<file path="src/rtl/data_memory_stall_controller_pkg.sv">
// Shared definitions for the MEM-stage data-cache stall controller:
// controller state encodings and the byte-offset width within a word.
package data_memory_stall_controller_pkg;

   typedef enum logic [1:0] {
      ST_IDLE   = 2'd0,
      ST_REFILL = 2'd1,
      ST_WRITE  = 2'd2,
      ST_WDONE  = 2'd3
   } state_e;

   localparam int WORD_OFFSET_BITS = 2;

endpackage

</file>
<file path="src/rtl/data_memory_stall_controller_saturating_counter.sv">
// Saturating up-counter with synchronous active-high reset.
// Once it reaches all-ones, the count holds there.
module saturating_counter
   import data_memory_stall_controller_pkg::*;
#(
   parameter int WIDTH = 16
) (
   input  logic             clock_i,
   input  logic             reset_i,
   input  logic             increment_i,
   output logic [WIDTH-1:0] count_o
);

   logic [WIDTH-1:0] count_q;
   logic [WIDTH-1:0] count_d;

   always_comb begin
      count_d = count_q;
      if (increment_i && (count_q != {WIDTH{1'b1}})) begin
         count_d = count_q + WIDTH'(1);
      end else begin
         count_d = count_q;
      end
   end

   always_ff @(posedge clock_i) begin
      if (reset_i) begin
         count_q <= '0;
      end else begin
         count_q <= count_d;
      end
   end

   assign count_o = count_q;

endmodule

</file>
<file path="src/rtl/data_memory_stall_controller.sv">
// Sequences the MEM stage around the data cache.
// A read miss refills one block word by word; a store does a single-word write-through.
module data_memory_stall_controller
   import data_memory_stall_controller_pkg::*;
#(
   parameter int BLOCK_WORDS   = 4,
   parameter int ADDR_WIDTH    = 32,
   parameter int COUNTER_WIDTH = 16
) (
   input  logic                           clock,
   input  logic                           reset,
   input  logic                           mem_read,
   input  logic                           mem_write,
   input  logic [ADDR_WIDTH-1:0]          address,
   input  logic [31:0]                    write_data,
   input  logic                           cache_hit,
   input  logic                           main_memory_ready,
   input  logic [31:0]                    main_memory_read_data,
   output logic                           main_memory_request,
   output logic                           main_memory_write,
   output logic [ADDR_WIDTH-1:0]          main_memory_address,
   output logic [31:0]                    main_memory_write_data,
   output logic                           cache_fill_enable,
   output logic [$clog2(BLOCK_WORDS)-1:0] cache_fill_word_index,
   output logic [31:0]                    cache_fill_data,
   output logic                           cache_fill_done,
   output logic                           pipeline_stall,
   output logic                           mem_wb_hit,
   output logic [COUNTER_WIDTH-1:0]       read_miss_count
);

   localparam int IDX_W = $clog2(BLOCK_WORDS);

   state_e           state_q;
   state_e           state_d;
   logic [IDX_W-1:0] word_count_q;
   logic [IDX_W-1:0] word_count_d;
   logic             read_miss_s;

   always_ff @(posedge clock) begin
      if (reset) begin
         state_q      <= ST_IDLE;
         word_count_q <= '0;
      end else begin
         state_q      <= state_d;
         word_count_q <= word_count_d;
      end
   end

   always_comb begin
      state_d                = state_q;
      word_count_d           = word_count_q;
      read_miss_s            = 1'b0;
      main_memory_request    = 1'b0;
      main_memory_write      = 1'b0;
      main_memory_address    = '0;
      main_memory_write_data = 32'd0;
      cache_fill_enable      = 1'b0;
      cache_fill_word_index  = '0;
      cache_fill_data        = 32'd0;
      cache_fill_done        = 1'b0;
      pipeline_stall         = 1'b0;
      case (state_q)
         ST_IDLE: begin
            // A store wins over a simultaneous load so the load is never counted as a miss.
            if (mem_write) begin
               pipeline_stall = 1'b1;
               state_d        = ST_WRITE;
            end else if (mem_read && !cache_hit) begin
               pipeline_stall = 1'b1;
               read_miss_s    = 1'b1;
               state_d        = ST_REFILL;
            end else begin
               state_d        = ST_IDLE;
            end
         end
         ST_REFILL: begin
            pipeline_stall      = 1'b1;
            main_memory_request = 1'b1;
            main_memory_address = {address[ADDR_WIDTH-1:IDX_W+WORD_OFFSET_BITS], word_count_q,
                                   {WORD_OFFSET_BITS{1'b0}}};
            if (main_memory_ready) begin
               cache_fill_enable     = 1'b1;
               cache_fill_word_index = word_count_q;
               cache_fill_data       = main_memory_read_data;
               if (word_count_q == IDX_W'(BLOCK_WORDS - 1)) begin
                  cache_fill_done = 1'b1;
                  word_count_d    = '0;
                  state_d         = ST_IDLE;
               end else begin
                  word_count_d    = word_count_q + IDX_W'(1);
               end
            end else begin
               word_count_d = word_count_q;
            end
         end
         ST_WRITE: begin
            pipeline_stall         = 1'b1;
            main_memory_request    = 1'b1;
            main_memory_write      = 1'b1;
            main_memory_address    = {address[ADDR_WIDTH-1:WORD_OFFSET_BITS], {WORD_OFFSET_BITS{1'b0}}};
            main_memory_write_data = write_data;
            if (main_memory_ready) begin
               state_d = ST_WDONE;
            end else begin
               state_d = ST_WRITE;
            end
         end
         ST_WDONE: begin
            // mem_write is deliberately ignored here; the store is still in EX/MEM this cycle.
            state_d = ST_IDLE;
         end
         default: begin
            state_d = ST_IDLE;
         end
      endcase
   end

   assign mem_wb_hit = ~pipeline_stall;

   saturating_counter #(
      .WIDTH(COUNTER_WIDTH)
   ) u_read_miss_counter (
      .clock_i    (clock),
      .reset_i    (reset),
      .increment_i(read_miss_s),
      .count_o    (read_miss_count)
   );

endmodule
</file>
<file path="config.mk">
export PLATFORM = sky130hd
export DESIGN_NAME = data_memory_stall_controller
export DESIGN_NICKNAME = d
export VERILOG_FILES = /design/src/rtl/data_memory_stall_controller_pkg.sv /design/src/rtl/data_memory_stall_controller_saturating_counter.sv /design/src/rtl/data_memory_stall_controller.sv
export SDC_FILE = /design/constraint.sdc
export NUM_CORES = 1
export LEC_CHECK = 0
export BUFFER_PORTS_ARGS = -buffer_cell sky130_fd_sc_hd__clkbuf_2
export CAP_MARGIN = 20
export CORE_AREA = 2 2 86 88
export DETAILED_ROUTE_END_ITERATION = 8
export DIE_AREA = 0 0 88 90
export GPL_ROUTABILITY_DRIVEN = 0
export HOLD_SLACK_MARGIN = 0.02
export PLACE_DENSITY = 0.73
export SLEW_MARGIN = 20
export SYNTH_ARGS = -nofsm -noshare
export SYNTH_HDL_FRONTEND = slang
export SYNTH_SLANG_ARGS = --single-unit
</file>
<file path="constraint.sdc">
create_clock -name clock -period 3.4 [get_ports clock]
set_input_delay 0.17 -clock clock [delete_from_list [all_inputs] [get_ports clock]]
set_output_delay 0.17 -clock clock [all_outputs]
set_load 0.005 [all_outputs]
</file>
==> impl_metrics.py <==
metrics = {
    "status": {
        "status": "finished, final reports clean",
    },
    "layout": {
        "area_growth_pct": 65.6,
        "fin_nets": 571,
        "num_antenna_cells": 0,
        "multiInputGateArea_sq_um": 1300,
        "seq_area_sq_um": 400,
        "layout-drive-gt1-share": 0.496,
        "final_util": 0.431,
        "fillers": 738,
    },
    "route": {
        "firstDrtPassIters": 4,
        "drc": 0,
        "antenna_left": 0,
        "wl_um": 6820,
        "drtIter0Drc": 87,
        "drt-wirelength-per-cell_um": 12.2,
        "via_per_inst": 4.61,
        "vias": 2575,
    },
    "sta": {
        "hold_ws_ns": 0.268,
        "period_needed_ns": 2.54,
        "fin_setup_tns_ns": 0,
        "slew_violations": 0,
        "fin_skew_ns": 0.00258,
        "clock.fmax_ghz": 0.394,
        "grt_setup_unrepaired": "false",
        "max-slew-margin-rel": 0.496,
        "finalHoldViolCount": 0,
        "period_share": 0.746,
        "setup_violations": 0,
        "tightest_slew_ns": 0.756,
    },
    "yosys": {
        "syn_area_per_cell_sq_um": 7.10,
        "synthCells": 257,
        "ys_types": 37,
        "netlist_area_sq_um": 1830,
        "ys_seq_area_frac": 0.219,
        "ys_ff_latch": 20,
        "yosys_warnings": 0,
    },
    "critical_path": {
        "path_class": "reg -> reg",
        "required_ns": 3.55,
        "cp.arrival_ns": 2.69,
        "crit_path_end_kind": "flop",
        "cp-start-kind": "flop",
        "ff2ff_setup_slack_ns": 0.86,
        "path_max_fanout": 9,
    },
    "global_routing": {
        "antenna_found_initial": 0,
        "grt_pass1_wl_um": 10600,
        "grt_overflow": 0,
        "track_usage": 0.162,
        "grt_pass1_vias": 2382,
        "grt_max_degree": 41,
    },
    "power_and_ir_drop": {
        "cell_internal_pwr_w": 0.000475,
        "switching_share": 0.306,
        "ir_drop_mv": 0.124,
        "clkPwrFrac": 0.266,
        "switchingPower_w": 0.000209,
        "leakagePower_nw": 1.75,
        "p_seq_frac": 0.356,
        "combPwrFrac": 0.378,
        "p_per_area_nw_per_um2": 226,
    },
    "clocking": {
        "clock_path_buffers": 2,
        "clock-sinks": 20,
        "ctsHoldBuffers": 0,
        "ctsResizeCount": 0,
        "cts_buffers": 3,
        "clk_latency_ns": 0.26,
        "post-cts-setup-buffers": 0,
        "cts_tree": "yes",
        "clk_pin_slew_ns": 0.07,
        "cts_max_level": 1,
        "cts-root-buf": "clkbuf_8",
    },
    "floorplanning": {
        "io_pins": 222,
        "start_util": 0.260,
        "die_x_um": 88,
        "coreArea_sq_um": 7020,
        "fp-row-count": 31,
        "die-area_sq_um": 7920,
        "die-height_um": 90,
    },
    "flow_run": {
        "cap_violations": 0,
    },
    "place": {
        "hpwl_um": 5680,
        "io_buffers": 217,
    },
    "hold_path": {
        "hold_class": "in -> reg",
    },
}
## layer usage
layer	GRT usage	wire (um)	vias up
met4	0.0295	67	0
met1	0.196	2800	1119
met2	0.290	3360	150
met5	0	0	-
met3	0.0349	590	8
li1	-	-	1298
## state kept, by name (all words and copies together) (netlist names)
name and cells:
state_q 2, u_read_miss_counter.count_o 16, word_count_q 2
## power by group through the flow
stage | logic, W | clock network [W] | registers, W
after floorplan | 0.000122 | 0 | 0.000248
after global placement | 0.000256 | 0 | 0.000249
after detailed placement | 0.000262 | 0 | 0.000249
after CTS | 0.000262 | 0.000188 | 0.000244
after global routing | 0.000293 | 0.000197 | 0.000245
final | 0.000259 | 0.000182 | 0.000244
## path summary, 6_finish.rpt
kind | cells after the start | startpoint | endpoint
max | 6 | state_q[0] | u_read_miss_counter.count_o[13]
min | 4 | cache_hit | u_read_miss_counter.count_o[1]
max reg2reg | 6 | state_q[0] | u_read_miss_counter.count_o[13]
min reg2reg | 2 | u_read_miss_counter.count_o[10] | u_read_miss_counter.count_o[10]
## placed cells by master, fill, tap and decap left out
cell       Yosys  layout
clkbuf_2       0     217
o311a_1        1       1
ha_1           8       8
nand4_1        4       4
nand2_1       13      13
and4_1         1       1
nor2_1        10       9
nor4bb_1       2       2
o21ai_0        5       5
or2_2          3       3
inv_1         11      11
nand3b_1       1       1
o31ai_1        6       6
a311oi_1       1       1
clkbuf_8       0       4
and2_1        60      60
o31a_1         1       1
a211oi_1       3       3
nor3_1         7       7
nor2b_1        2       2
mux2i_1        1       1
and3_1        35      35
a21oi_1       13      13
nor4_1         2       2
conb_1         1       2
or3_1          3       3
a22oi_1        2       2
dfxtp_1       20      20
o41ai_1        1       1
a21o_1         1       1
nand3_1        6       6
a31oi_1        2       2
nor2_2         0       1
buf_4          2       2
nand4bb_1      1       1
mux2_2         1       1
or4_1          8       8
## synth_stat cells (all sizes together)
| library cell | count | area (sq um) |
|---|---|---|
| a211oi | 3 | 22.5 |
| a21o | 1 | 7.51 |
| a21oi | 13 | 65.1 |
| a22oi | 2 | 15.0 |
| a311oi | 1 | 8.76 |
| a31oi | 2 | 12.5 |
| and2 | 60 | 375 |
| and3 | 35 | 219 |
| and4 | 1 | 8.76 |
| buf | 5 | 28.8 |
| clkbuf | 16 | 60.1 |
| conb | 1 | 3.75 |
| dfxtp | 20 | 400 |
| ha | 8 | 100 |
| inv | 11 | 41.3 |
| mux2 | 1 | 11.3 |
| mux2i | 1 | 10.0 |
| nand2 | 13 | 48.8 |
| nand3 | 6 | 30.0 |
| nand3b | 1 | 7.51 |
| nand4 | 4 | 25.0 |
| nand4bb | 1 | 11.3 |
| nor2 | 10 | 37.5 |
| nor2b | 2 | 12.5 |
| nor3 | 7 | 35.0 |
| nor4 | 2 | 12.5 |
| nor4bb | 2 | 20.0 |
| o21ai | 5 | 25.0 |
| o311a | 1 | 10.0 |
| o31a | 1 | 8.76 |
| o31ai | 6 | 45.0 |
| o41ai | 1 | 8.76 |
| or2 | 3 | 18.8 |
| or3 | 3 | 18.8 |
| or4 | 8 | 60.1 |
## per-stage QoR
| stage | area, sq um | cells | worst slack (ns) | power (W) |
|---|---|---|---|---|
| 2_1_floorplan | 1830 | 258 | 1.26 | 0.000370 |
| 3_3_place_gp | 2970 | 555 | 0.991 | 0.000505 |
| 3_5_place_dp | 2970 | 555 | 0.893 | 0.000511 |
| 4_1_cts | 3020 | 559 | 0.725 | 0.000694 |
| 5_1_grt | 3020 | 559 | 0.689 | 0.000734 |
| 6_report | 3020 | 559 | 0.865 | 0.000684 |
## kinds of logic (layout without fill, tap and decap cells)
group,Yosys count,after routing,share of synthesized area
and+or+nand+nor,158,158,0.515
adders and majority gates,8,8,0.0548
other,1,2,0.00205
DFF,20,20,0.219
AOI/OAI and AO/OA,36,36,0.125
buffers and inverters,32,234,0.0713
muxes,2,2,0.0117
## cell type report
class | count | area share
flip-flops and latches | 20 | 0.132
multi-input cells | 206 | 0.430
clock buffers | 4 | 0.0182
repair buffers | 219 | 0.364
inverters | 11 | 0.0137
well taps | 99 | 0.0410
## critical path, cell delays in order, from the launching register on
cell and delay (ns):
dfxtp_1 0.35, inv_1 0.14, ha_1 0.22, nand4bb_1 0.32
or4_1 0.77, nor4_1 0.26, mux2_2 0.37
No activity file was read; power rests on OpenSTA's default activity.
